[config.mk]
export PLATFORM = sky130hd
export DESIGN_NAME = div_seq_flat
export DESIGN_NICKNAME = d
export VERILOG_FILES = /design/src/rtl/div_seq_pkg.sv /design/src/rtl/div_seq_if.sv /design/src/rtl/div_step.sv /design/src/rtl/div_seq.sv /design/src/flat_wrapper.sv
export SDC_FILE = /design/constraint.sdc
export NUM_CORES = 1
export LEC_CHECK = 0
export ABC_AREA = 1
export CAP_MARGIN = 20
export CORE_ASPECT_RATIO = 1.2
export CORE_MARGIN = 5
export CORE_UTILIZATION = 35
export DETAILED_ROUTE_END_ITERATION = 10
export PLACE_DENSITY_LB_ADDON = 0.12
export SLEW_MARGIN = 30
export SYNTH_ARGS = -nofsm -noshare
export SYNTH_HDL_FRONTEND = slang
export SYNTH_HIERARCHICAL = 1
export SYNTH_SLANG_ARGS = --single-unit
export TNS_END_PERCENT = 30
[constraint.sdc]
create_clock -name clk -period 3 [get_ports clk]
set_input_delay 0.45 -clock clk [delete_from_list [all_inputs] [get_ports clk]]
set_output_delay 0.45 -clock clk [all_outputs]
set_load 0.02 [all_outputs]
[src/rtl/div_seq_pkg.sv]
// Shared constants for the sequential divider: data width, iteration
// count, FSM state encodings and a two's-complement helper.
package div_seq_pkg;

  localparam int DATA_W     = 32;
  localparam int DIV_CYCLES = 32;
  localparam int CNT_W      = 5;

  localparam logic [1:0] ST_IDLE = 2'b00;
  localparam logic [1:0] ST_BUSY = 2'b01;
  localparam logic [1:0] ST_DONE = 2'b10;

  // Two's-complement negation; the most negative value maps onto itself.
  function automatic logic [DATA_W-1:0] neg_val(input logic [DATA_W-1:0] v);
    return (~v) + DATA_W'(1);
  endfunction

  // Magnitude of a signed operand, returned as an unsigned bit pattern.
  function automatic logic [DATA_W-1:0] abs_val(input logic signed [DATA_W-1:0] v);
    return v[DATA_W-1] ? neg_val(v) : v;
  endfunction

endpackage

[src/rtl/div_seq_if.sv]
// Request/result bundle between the E stage and the divider.
interface div_seq_if;
  import div_seq_pkg::*;

  logic              start;
  logic              signed_div;
  logic [DATA_W-1:0] opa;
  logic [DATA_W-1:0] opb;
  logic              cancel;
  logic              stall;
  logic              done;
  logic [1:0]        hilo_we;
  logic [DATA_W-1:0] hi_out;
  logic [DATA_W-1:0] lo_out;

  modport master (
    output start, signed_div, opa, opb, cancel,
    input  stall, done, hilo_we, hi_out, lo_out
  );

  modport slave (
    input  start, signed_div, opa, opb, cancel,
    output stall, done, hilo_we, hi_out, lo_out
  );

endinterface

[src/rtl/div_step.sv]
// One restoring shift-subtract step on the packed {rem,quo} accumulator.
module div_step
  import div_seq_pkg::*;
(
  input  logic [2*DATA_W-1:0] acc_in,
  input  logic [DATA_W-1:0]   divisor,
  output logic [2*DATA_W-1:0] acc_out
);

  logic [DATA_W:0] rem_sh;
  logic [DATA_W:0] diff;

  // Shift in the next dividend bit and keep the difference when it does not borrow.
  always_comb begin
    rem_sh = acc_in[2*DATA_W-1:DATA_W-1];
    diff   = rem_sh - {1'b0, divisor};
    if (!diff[DATA_W]) begin
      acc_out = {diff[DATA_W-1:0], acc_in[DATA_W-2:0], 1'b1};
    end else begin
      acc_out = {acc_in[2*DATA_W-2:0], 1'b0};
    end
  end

endmodule

[src/rtl/div_seq.sv]
// Sequential 32-bit DIV/DIVU unit: 1 accept cycle, 32 iterations, 1 DONE cycle.
// Build option: DIV_ZERO_FAST_EN sends a zero divisor straight to DONE in cycle 1.
module div_seq
  import div_seq_pkg::*;
(
  input  logic     clk,
  input  logic     rst,
  div_seq_if.slave bus
);

  logic [1:0]          state;
  logic [CNT_W-1:0]    cnt;
  logic [2*DATA_W-1:0] acc;
  logic [DATA_W-1:0]   dvsr;
  logic [DATA_W-1:0]   opa_keep;
  logic                sign_a;
  logic                sign_b;
  logic                sgn_reg;
  logic                zero_div;
  logic [DATA_W-1:0]   hi_reg;
  logic [DATA_W-1:0]   lo_reg;

  logic [2*DATA_W-1:0] step_out;
  logic                accept;
  logic                last_step;
  logic [DATA_W-1:0]   fix_hi;
  logic [DATA_W-1:0]   fix_lo;

  div_step u_step (
    .acc_in  (acc),
    .divisor (dvsr),
    .acc_out (step_out)
  );

  // Handshake outputs: stall covers the accept cycle and the iterations only.
  always_comb begin
    accept      = (state == ST_IDLE) && bus.start && !bus.cancel;
    last_step   = (cnt == CNT_W'(DIV_CYCLES - 1));
    bus.stall   = accept || (state == ST_BUSY);
    bus.done    = (state == ST_DONE) && !bus.cancel;
    bus.hilo_we = bus.done ? 2'b11 : 2'b00;
    bus.hi_out  = hi_reg;
    bus.lo_out  = lo_reg;
  end

  // Sign fix-up of the final step; a zero divisor bypasses it entirely.
  always_comb begin
    fix_lo = step_out[DATA_W-1:0];
    fix_hi = step_out[2*DATA_W-1:DATA_W];
    if (sgn_reg && (sign_a ^ sign_b)) fix_lo = neg_val(fix_lo);
    if (sgn_reg && sign_a)            fix_hi = neg_val(fix_hi);
    if (zero_div) begin
      fix_lo = '1;
      fix_hi = opa_keep;
    end
  end

  // FSM, iteration counter, operand latches and result registers.
  always_ff @(posedge clk) begin
    if (!rst) begin
      state    <= ST_IDLE;
      cnt      <= '0;
      acc      <= '0;
      dvsr     <= '0;
      opa_keep <= '0;
      sign_a   <= 1'b0;
      sign_b   <= 1'b0;
      sgn_reg  <= 1'b0;
      zero_div <= 1'b0;
      hi_reg   <= '0;
      lo_reg   <= '0;
    end else if (bus.cancel) begin
      state <= ST_IDLE;
    end else begin
      case (state)
        ST_IDLE: begin
          if (bus.start) begin
            sgn_reg  <= bus.signed_div;
            sign_a   <= bus.signed_div && bus.opa[DATA_W-1];
            sign_b   <= bus.signed_div && bus.opb[DATA_W-1];
            acc      <= {{DATA_W{1'b0}},
                         bus.signed_div ? abs_val(bus.opa) : bus.opa};
            dvsr     <= bus.signed_div ? abs_val(bus.opb) : bus.opb;
            opa_keep <= bus.opa;
            zero_div <= (bus.opb == '0);
            cnt      <= '0;
`ifdef DIV_ZERO_FAST_EN
            if (bus.opb == '0) begin
              state  <= ST_DONE;
              hi_reg <= bus.opa;
              lo_reg <= '1;
            end else begin
              state <= ST_BUSY;
            end
`else
            state <= ST_BUSY;
`endif
          end
        end
        ST_BUSY: begin
          acc <= step_out;
          cnt <= cnt + CNT_W'(1);
          if (last_step) begin
            state  <= ST_DONE;
            hi_reg <= fix_hi;
            lo_reg <= fix_lo;
          end
        end
        ST_DONE: state <= ST_IDLE;
        default: state <= ST_IDLE;
      endcase
    end
  end

endmodule

[src/flat_wrapper.sv]
// flat-port wrapper written by rule: the top's interface ports become plain ports
module div_seq_flat import div_seq_pkg::*;
  (clk, rst, bus_start, bus_signed_div, bus_opa, bus_opb, bus_cancel, bus_stall, bus_done, bus_hilo_we, bus_hi_out, bus_lo_out);
  div_seq_if bus_i ();
  input  logic clk;
  input  logic rst;
  input wire logic [$bits(bus_i.start)-1:0] bus_start;
  input wire logic [$bits(bus_i.signed_div)-1:0] bus_signed_div;
  input wire logic [$bits(bus_i.opa)-1:0] bus_opa;
  input wire logic [$bits(bus_i.opb)-1:0] bus_opb;
  input wire logic [$bits(bus_i.cancel)-1:0] bus_cancel;
  output wire logic [$bits(bus_i.stall)-1:0] bus_stall;
  output wire logic [$bits(bus_i.done)-1:0] bus_done;
  output wire logic [$bits(bus_i.hilo_we)-1:0] bus_hilo_we;
  output wire logic [$bits(bus_i.hi_out)-1:0] bus_hi_out;
  output wire logic [$bits(bus_i.lo_out)-1:0] bus_lo_out;
  assign bus_i.start = bus_start;
  assign bus_i.signed_div = bus_signed_div;
  assign bus_i.opa = bus_opa;
  assign bus_i.opb = bus_opb;
  assign bus_i.cancel = bus_cancel;
  assign bus_stall = bus_i.stall;
  assign bus_done = bus_i.done;
  assign bus_hilo_we = bus_i.hilo_we;
  assign bus_hi_out = bus_i.hi_out;
  assign bus_lo_out = bus_i.lo_out;
  div_seq u_core (.clk(clk), .rst(rst), .bus(bus_i));
endmodule
Word level (Yosys, flattened, before mapping)
Cells that the tools add are included.
- add/sub/neg operators: 6
- multiply operators: 0
- div/mod/pow operators: 0
- magnitude comparators: 0
- equality and inequality tests: 5
- shifts and indexed selects: 0
- muxes and demuxes: 17
- bitwise gates (word level): 7
- reduce and logical (&&, ||, !) cells: 17
- operators with widths (operator ; number):
    2-to-1 mux 32 bit ; 8
    adder 32 x 1 -> 32 bit (second input constant) ; 4
    2-to-1 mux 64 bit ; 2
    inverter 32 bit ; 4
    case mux 64 bit (2 select lines) ; 1
    subtractor 33 x 32 -> 33 bit ; 1
    zero test 32 bit ; 1
    case mux 5 bit (2 select lines) ; 1
    AND reduction 3 bit ; 3
    logical AND 1 bit ; 7
    2-to-1 mux 2 bit ; 3
    adder 5 x 1 -> 5 bit (second input constant) ; 1
    equality test 5 bit (second input constant) ; 1
    2-to-1 mux 5 bit ; 1
    case mux 2 bit (2 select lines) ; 1
    equality test 2 x 1 -> 1 bit (second input constant) ; 1
    equality test 2 bit (second input constant) ; 1
    zero test 2 bit ; 1
    inequality test 2 x 1 -> 1 bit (second input constant) ; 1
    inequality test 2 bit (second input constant) ; 1
    inverter 1 bit ; 2
    AND reduction 2 bit ; 1
    nonzero test 2 bit ; 1
    OR reduction 2 bit ; 1
    other kinds (3) ; 3
- register bits after elaboration: 203
- latch bits: 0
- bits in writable memories: 0
- ROM bits: 0
- output and inout bits: 68
- word-level logic and storage cells: 63
- memories kept: 0

Depth between registers and ports, before layout
Gate-level depths: netlist (run 1).
- word-level depth: 6
- depth in mapped cells: 28
- depth with buffers taken out: 27

By module
The synthesis (run 1) kept the hierarchy.
- modules (own cells, without submodules) (module ; instances ; cells each ; area each (um^2) ; sequential area each (um^2)):
    div_seq ; 1 ; 1765 ; 11461.0 ; 4063.9
    div_step ; 1 ; 711 ; 3383.2 ; 0.0

Worst setup path after synthesis (run 1)
No wires, ideal clock.
- path type: reg-to-reg
- start: register u_core.acc[31]
- end: register u_core.hi_reg[22], in the netlist u_core/bus.hi_out[22]
- library setup time: 132 ps
- arrival time: 2988 ps
- path slack: -120 ps
- stages on the path, launching flop included: 28
- buffers on the path: 1
- period minus slack after synthesis: 3120 ps
- path through: dfxtp_1 > inv_1 > ha_1 > fa_1 > inv_1 > nand2_1 > nand2_1 > nand3_1 > nand2_2 > nand2_1 > nand2_2 > nand2_2 > nand3_1 > nand2_4 > buf_4 > nand2_1 > nand2_1 > inv_1 > ha_1 > nand2_1 > nand2_2 > nand3b_2 > nor2_4 > nand2_1 > nand2_1 > nand2_1 > o21ai_1 > a21oi_1
- longest elaborated chain between the ends: 6
- ends and longest elaborated chain (what ; line ; RTL):
    start: declaration ; div_seq.sv:13 ; logic [2*DATA_W-1:0] acc;
    start signal: assignment ; div_seq.sv:81 ; acc <= {{DATA_W{1'b0}},
    start signal: assignment ; div_seq.sv:101 ; acc <= step_out;
    subtractor 33 x 32 -> 33 bit ; div_step.sv:16 ; diff = rem_sh - {1'b0, divisor};
    2-to-1 mux 64 bit (*) ; div_step.sv:17 ; if (!diff[DATA_W]) begin
    named net u_core.step_out[32] ; div_seq.sv:23 ; logic [2*DATA_W-1:0] step_out;
    inverter 32 bit (*) ; div_seq_pkg.sv:15 ; return (~v) + DATA_W'(1);
    adder 32 x 1 -> 32 bit (*) ; div_seq_pkg.sv:15 ;
    2-to-1 mux 32 bit (*) ; div_seq.sv:51 ; if (sgn_reg && sign_a) fix_hi = neg_val(fix_hi);
    2-to-1 mux 32 bit (*) ; div_seq.sv:52 ; if (zero_div) begin
    end signal: assignment ; div_seq.sv:105 ; hi_reg <= fix_hi;
    end: declaration ; div_seq.sv:20 ; logic [DATA_W-1:0] hi_reg;
Mark *: on every way through the listed nets, which the timed path passes. The rest lies on a longest branch.
A chain may end at the register's enable or synchronous reset.

Worst setup path after layout (run 1)
- start: register u_core.acc[31]
- end: register u_core.hi_reg[18], in the netlist u_core/bus.hi_out[18]
- longest elaborated chain between the ends: 6
- ends and longest elaborated chain (what ; line):
    subtractor 33 x 32 -> 33 bit ; div_step.sv:16
    2-to-1 mux 64 bit ; div_step.sv:17
    named net u_core.step_out[41] ; div_seq.sv:23
    inverter 32 bit ; div_seq_pkg.sv:15
    adder 32 x 1 -> 32 bit ; div_seq_pkg.sv:15
    2-to-1 mux 32 bit ; div_seq.sv:51
    2-to-1 mux 32 bit ; div_seq.sv:52
The timed path passes the listed nets, and every way through them passes these cells.

==> summary.md, run 1 <==
| Metric | Value |
|---|---|
| Count of buffers from port buffering | 136 |
| Total power | 7.69 mW |
| DR vias/cell | around 5.0 |
| Worst Tran Pin Value | ~0.96 ns |
| Antenna-violating nets left | 0 |
| DP HPWL | about 46000 um |
| Layout cells sized above 1 | 0.200 |
| Fillers | about 4500 |
| Syn Nets | 2584 |
| CTS buffer count | 25 |
| Nets | between 2000 and 3000 |
| Mux cell area share after synthesis | 0 |
| CP Max Fanout | 6 |
| Routability Congestion | just over 0.9 |
| Ant diodes | 0 |
| Synth cell count leaders | nand2_1 (726), inv_1 (318), a21oi_1 (228), nor2_1 (224), dfxtp_1 (203) |
| First-pass GRT wire length | just over 90000 um |
| Crit end category | register |
| Cell area after layout | about 20000 um2 |
| CP required | ~3.4 ns |
| DRT Wirelength | slightly below 60000 um |
| Max-slew violations | 0 |
| Max_slew headroom | 0.360 |
| Period Utilization, post-route | 1.07 |
| Sequential fraction of the synthesis area | 0.274 |
| H-tree depth | 1 |
| CTS tree | done |
| Worst Slack Setup Final | -0.207 ns |
| Area contributors post-synth | dfxtp_1 (27%), nand2_1 (18%), inv_1 (8.0%) |
| Clock Sinks | ~200 |
| Post-DR wirelength/cell | between 15 and 20 um |
| P&R area growth vs syn | 35.1% |
| Die Ht | 236 um |
| Clock buffer depth | 3 |
| Root Driver | clkbuf_16 |
| Core Region | roughly 42000 um2 |
| Commonest register cell after synthesis | dfxtp_1 |
| CTS Hold Bufs | 0 |
| Unrepaired setup endpoints after global routing | true |
| Critical Path AT | 3.61 ns |
| Final worst path period need | 3.21 ns |
| Worst clock skew | between 0.02 and 0.03 ns |
| DRT iter0 DRCs | 980 |
| Pin count of the biggest net entering global routing | about 130 |
| Crit Path Class | reg -> reg |
| Post-synth EDFFs | 0 |
| Top cell type's share of synthesized area | 0.274 |
| Post-Synth Simple-Gate Area | 0.364 |
| Area leader, netlist | dfxtp_1 |
| Post-synthesis area per instance | roughly 6.0 um2 |
| Syn Inst Count | roughly 2500 |
| IR drop worst, VDD | approximately 0.45 mV |
| PD cells | around 380 nW/um2 |
| Distinct cells, synth | 46 |
| DR DRC count | 0 |
| Die area | 46600 um2 |
| Total I/O pin count | between 100 and 150 |
| Max FFs per register | 64 |
| Vias | approximately 17000 |
| Total track usage | 0.244 |
| FP Rows | between 80 and 90 |
| Outcome | finished with violations |
| YS warnings | 6 |
| Grt total ovfl | 0 |
| Largest family of logic cells by synthesized area | simple AND/OR/NAND/NOR gates |
| Fin. Hold Viols | 0 |
| Largest Register | u_core/acc |
| # setup viols final | 47 |
| Cell area after synthesis | roughly 15000 um2 |
| Hold Path Class | reg -> reg |
| Seq cells post-synth | roughly 200 |
| Initial antenna violation count | 0 |
| Post-synthesis xor/xnor area fraction | 0.0342 |
| Post-synthesis adder-cell area fraction | 0.0334 |
| DP Area | 18100 um2 |
| Complex-gate fraction of the synthesized area | 0.159 |
| DR pass1 iterations | 5 |
| TNS Setup | -5.09 ns |
| Die width | roughly 200 um |
| Static leakage | 9.70 nW |
| Crit path launch type | register |
| Failing checks | setup timing |
| FFs w/ async S/R, synth | 0 |
| Worst skew pair latency | roughly 0.55 ns |
| Starting Density | 0.355 |
| Max Cap Viol | 0 |
| Leading cell type by number of instances after synthesis | nand2_1 |
| FMAX | ~0.31 GHz |
| Number of global-route vias before repair | about 17000 |
| Worst-path clk slew | ~0.06 ns |
-- per-stage QoR --
step                hold slack (ns)  utilization  std cells  worst slack, ns
global route                  0.479        0.479       3355           -0.411
CTS                           0.461        0.471       3352           -0.214
global placement              0.445        0.434       3285           -0.508
floorplan                     0.430            -       2476          0.00211
detailed placement            0.453        0.434       3285           -0.514
finish                        0.460        0.479       3355           -0.207
-- cell usage in the layout, fill, tap and decap left out, types with 21 or more instances in the layout --
master           instances
o21ai_0                117
xor2_1                  48
nand2_1                664
nor2_1                 190
nand3_1                174
dfxtp_1                200
inv_1                  303
inv_2                   28
clkbuf_16               26
nand2_2                 61
buf_4                  266
clkdlybuf4s50_1        135
nor2_2                  28
o21ai_1                 34
nand2_4                 21
nor2_4                  23
nand4_1                 41
ha_1                    28
a21oi_1                221
-- area by class of cell --
class | count | area, um2 | area share
Tap cell | 546 | 683 | 0.0341
Clock inverter | 12 | 72.6 | 0.00362
Clock buffer | 31 | 688 | 0.0343
Timing Repair Buffer | 415 | 3570 | 0.178
Multi-Input combinational cell | 1814 | 9720 | 0.484
Sequential cell | 203 | 4070 | 0.203
Inverter | 334 | 1260 | 0.0628
-- final timing paths --
kind	from	endpoint	slack, ns	cells after the start
worst max-delay path	u_core/acc[31]	u_core/bus.hi_out[18]	-0.21	24
worst min-delay path	u_core/opa_keep[31]	u_core/opa_keep[31]	0.46	2
worst max register to register	u_core/acc[31]	u_core/bus.hi_out[18]	-0.21	24
worst min register to register	u_core/opa_keep[31]	u_core/opa_keep[31]	0.46	2
-- report_power, final --
part	total [mW]	internal [mW]	switching, mW
Sequential	2.87	2.79	0.0811
Combinational	1.96	0.758	1.20
Clock	2.86	1.62	1.24
Total	7.69	5.17	2.52
-- layer usage --
metal	up-vias	global-route usage	routed length (um)
met5	-	0	0
met4	0	0.0925	2450
met3	94	0.0246	2100
met2	387	0.452	30600
met1	7807	0.286	23500
li1	8537	-	-
-- worst max-delay path, cell delays in order, from the launching register on --
cell and delay, ns:
dfxtp_2 0.33, inv_2 0.04, ha_4 0.15, fa_2 0.35
inv_2 0.07, nand2_2 0.04, nand2_2 0.07, nand3_2 0.07
nand2_2 0.08, nand2_2 0.06, nand2_4 0.10, nand2_8 0.08
nand3_4 0.16, nand2_4 0.13, buf_6 0.15, nand2_2 0.07
nand2_4 0.07, nor2_4 0.11, nor2_1 0.06, nand3b_4 0.20
nor2_4 0.24, xor2_1 0.19, nand2_1 0.08, nand2_1 0.07
a21oi_1 0.05
-- kinds of logic (layout without fill, tap and decap cells) --
kind of cell | after synthesis | count (layout)
AO/OA/AOI/OAI | 440 | 440
XOR/XNOR | 58 | 58
adder cells (fa/ha/maj) | 39 | 39
buffers and inverters | 463 | 792
flip-flops | 203 | 203
AND/OR/NAND/NOR | 1273 | 1277
-- timing repair --
item,4_1_cts,5_1_grt
pin swaps,42,17
gates cloned,3,2
resized for setup,160,73
setup endpoints to repair,61,61
setup buffers,21,1
Note: power is estimated with default switching activity, not from simulation.
==> inputs of run 2 (changes only) <==
--- a/config.mk
+++ b/config.mk
@@ -10,6 +10,7 @@
 export CORE_ASPECT_RATIO = 1.2
 export CORE_MARGIN = 5
 export CORE_UTILIZATION = 35
+export CTS_CLUSTER_DIAMETER = 30
 export DETAILED_ROUTE_END_ITERATION = 10
 export PLACE_DENSITY_LB_ADDON = 0.12
 export SLEW_MARGIN = 30
==> run 2 against run 1 <==
  * The flow still finishes with violations (setup timing)
  * Setup slack better by 0.023 ns
  * Global-route usage up 0.33 points
  * Count of clock-buffer cells in the layout rose by 43
  * Die area unchanged
  * Wire length increased by 1.0%
  * Clock skew increased by 0.0034 ns
  * Sequential cell count did not move
  * Critical path type unchanged
  * Largest cell class unchanged
  * Highest routed layer unchanged
==> summary.md, run 2 (synthesized netlist as in run 1, its figures left out) <==
| Metric | Value |
|---|---|
| P&R area growth vs syn | 41.8% |
| Total power | 10.9 mW (+42%) |
| Cell mode on critical path | nand2_2 |
| Pin count of the biggest net entering global routing | 125 (unchanged) |
| DRT Wirelength | 59300 um (+1.0%) |
| # setup viols final | 25 (-47%) |
| CP required | 3.49 ns (+0.09 ns) |
| Fillers | 4427 (-2.6%) |
| CTS buffer count | 54 (+120%) |
| Count of buffers from port buffering | 136 (unchanged) |
| Worst-path clk slew | 0.05 ns (about the same) |
| Vias | 17011 (+1.1%) |
| Pre-CTS worst setup slack | -0.514 ns (unchanged) |
| DRT iter0 DRCs | 1074 (+9.6%) |
| First-pass GRT wire length | 91700 um (+0.23%) |
| Die width | 198 um (unchanged) |
| Unrepaired setup endpoints after global routing | true |
| Max-slew violations | 0 (unchanged) |
| Nets | 2925 (+0.83%) |
| Routability Congestion | 0.922 (unchanged) |
| CP Max Fanout | 7 (+1) |
| Reg2Reg Setup Slack | -0.18 ns (+0.02 ns) |
| FMAX | 0.314 GHz (+0.73%) |
| H-tree depth | 2 (+1) |
| Worst Hold End | u_core/bus.hi_out[29] |
| R2r worst-path depth | 24 (unchanged) |
| Period Utilization, post-route | 1.06 (-0.00770) |
| Total I/O pin count | 137 (unchanged) |
| Critical Path AT | 3.67 ns (+0.06 ns) |
| Max FFs per register | 64 (unchanged) |
| Worst Slack Setup Final | -0.184 ns (+0.0231 ns) |
| Worst Tran Pin Value | 1.00 ns (+0.0415 ns) |
| Hold path depth | 2 (unchanged) |
| Final worst path period need | 3.18 ns (-0.0231 ns) |
| CTS tree | done |
| Fin. Hold Viols | 0 (unchanged) |
| DP HPWL | 45700 um (unchanged) |
| Die area | 46600 um2 (unchanged) |
| Die Ht | 236 um (unchanged) |
| Worst clock skew | 0.0306 ns (+0.00345 ns) |
| Crit Path Class | reg -> reg |
| Worst path cell trace | inv_2 > ha_4 > fa_2 > inv_2 > nand2_2 > nand2_2 > nand3_2 > nand2_2 > nand2_2 > nand2_4 > nand2_8 > nand3_4 > nand2_8 > clkbuf_16 > nand2_1 > nand2_1 > buf_4 > inv_1 > nand3_1 > o21ai_1 > nand4_1 > nand3_1 > nand2_1 > a21oi_1 |
| Hold Path Class | reg -> reg |
| Crit path launch type | register |
| Ant diodes | 0 (unchanged) |
| Root Driver | clkbuf_16 |
| Commonest non-fill, non-tap cell in the layout | nand2_1 |
| Slowest CP cell | fa_2 |
| Crit end category | register |
| Layout cells sized above 1 | 0.203 (+0.00251) |
| DR DRC count | 0 (unchanged) |
| PD cells | 519 nW/um2 (+35%) |
| Final Non-Filler Cells | 3404 (+1.5%) |
| Max Cap Viol | 0 (unchanged) |
| Outcome | finished with violations |
| Failing checks | setup timing |
| DP Cell Count | 3285 (unchanged) |
| R2r endpoint | u_core/bus.hi_out[30] |
| Core Region | 41900 um2 (unchanged) |
| Hold path start | u_core/bus.hi_out[29] |
| Max_slew headroom | 0.333 (-0.0276) |
| Clock Sinks | 203 (unchanged) |
| Worst skew pair latency | 0.59 ns (+0.04 ns) |
| DR pass1 iterations | 6 (+1) |
| Starting Density | 0.355 (unchanged) |
| DR vias/cell | 5.00 (-0.35%) |
| Worst hold-check slack | 0.464 ns (+0.00397 ns) |
| IR drop worst, VDD | 0.493 mV (+8.4%) |
| Largest stage delay, worst path | 0.35 ns (about the same) |
| Grt total ovfl | 0 (unchanged) |
| Critical R2R Launch | u_core/acc[31] |
| Number of global-route vias before repair | 16844 (+1.4%) |
| Crit path max-delay family | simple AND/OR/NAND/NOR gates |
| FP Rows | 82 (unchanged) |
| Initial antenna violation count | 0 (unchanged) |
| Static leakage | 10.2 nW (+5.3%) |
| Clock buffer depth | 3 (unchanged) |
| Post-DR wirelength/cell | 17.4 um (-0.42%) |
| Antenna-violating nets left | 0 (unchanged) |
| Commonest cells after routing, fill and taps aside | nand2_1 (673), inv_1 (305), buf_4 (265), a21oi_1 (222), dfxtp_1 (200) |
| CP bufs+invs | 5 (+2) |
| Largest Register | u_core/acc |
| Total track usage | 0.247 (+0.00330) |
-- run 2: cell types whose count changed in the layout (fill, tap and decap cells not counted), moves of 4 or more --
cell / delta
buf_6: -4
nand2_4: -4
bufinv_16: +9
nand2_2: -5
nor2_1: +6
clkbuf_16: +31
clkbuf_8: +6
clkbuf_1: +6
nand2_1: +9
-- run 2: through the flow --
step	area, um2	utilization	setup TNS (ns)
after floorplan	14900	-	0
after global placement	18100	0.434	-13.31
after detailed placement	18100	0.434	-16.46
after CTS	20600	0.493	-2.61
after global routing	21000	0.503	-10.31
final	21000	0.503	-3.04
-- run 2: power by group --
group          internal [mW]  total [mW]  switching (mW)  leakage, nW
registers               2.80        2.88          0.0817         1.65
clock network           4.37        6.11            1.74        0.950
logic                  0.747        1.93            1.18         7.61
-- run 2: area by class of cell --
class                   instances  area (um2)  share of cell area
multi-input cells            1814        9570               0.455
flip-flops and latches        203        4070               0.193
repair buffers                410        3520               0.167
clock buffers                  74        1570              0.0746
inverters                     334        1260              0.0599
well taps                     546         683              0.0325
clock inverters                23         373              0.0177
-- run 2: worst max-delay path by stage --
stage | start | end | slack, ns | cells after the start
2_1_floorplan | u_core/acc[31] | u_core/bus.hi_out[22] | 0.002 | 27
3_3_place_gp | u_core/acc[31] | u_core/bus.hi_out[31] | -0.51 | 26
3_5_place_dp | u_core/acc[31] | u_core/bus.hi_out[31] | -0.51 | 26
4_1_cts | u_core/acc[31] | u_core/bus.hi_out[14] | -0.17 | 27
5_1_grt | u_core/acc[31] | u_core/bus.hi_out[18] | -0.39 | 24
6_report | u_core/acc[31] | u_core/bus.hi_out[30] | -0.18 | 24
-- run 2: timing repair --
action,in CTS,in global routing
buffers inserted,9,8
resized for setup,115,79
cloned,4,1
pin swaps,23,16
hold buffers,0,0
setup endpoints to repair,59,58
hold endpoints to repair,0,0
-- run 2: worst register-to-register path, stage by stage (launching register included) --
cell and delay [ns]:
dfxtp_2 0.32, inv_2 0.05, ha_4 0.16, fa_2 0.35, inv_2 0.07, nand2_2 0.04, nand2_2 0.07, nand3_2 0.07
nand2_2 0.08, nand2_2 0.06, nand2_4 0.10, nand2_8 0.09, nand3_4 0.16, nand2_8 0.13, clkbuf_16 0.18, nand2_1 0.06
nand2_1 0.10, buf_4 0.16, inv_1 0.09, nand3_1 0.11, o21ai_1 0.23, nand4_1 0.14, nand3_1 0.11, nand2_1 0.06
a21oi_1 0.11
-- run 2: layer usage --
layer,share of wire,GRT usage
met3,0.037,0.0321
met1,0.40,0.283
met5,0,0
met2,0.50,0.445
met4,0.055,0.126
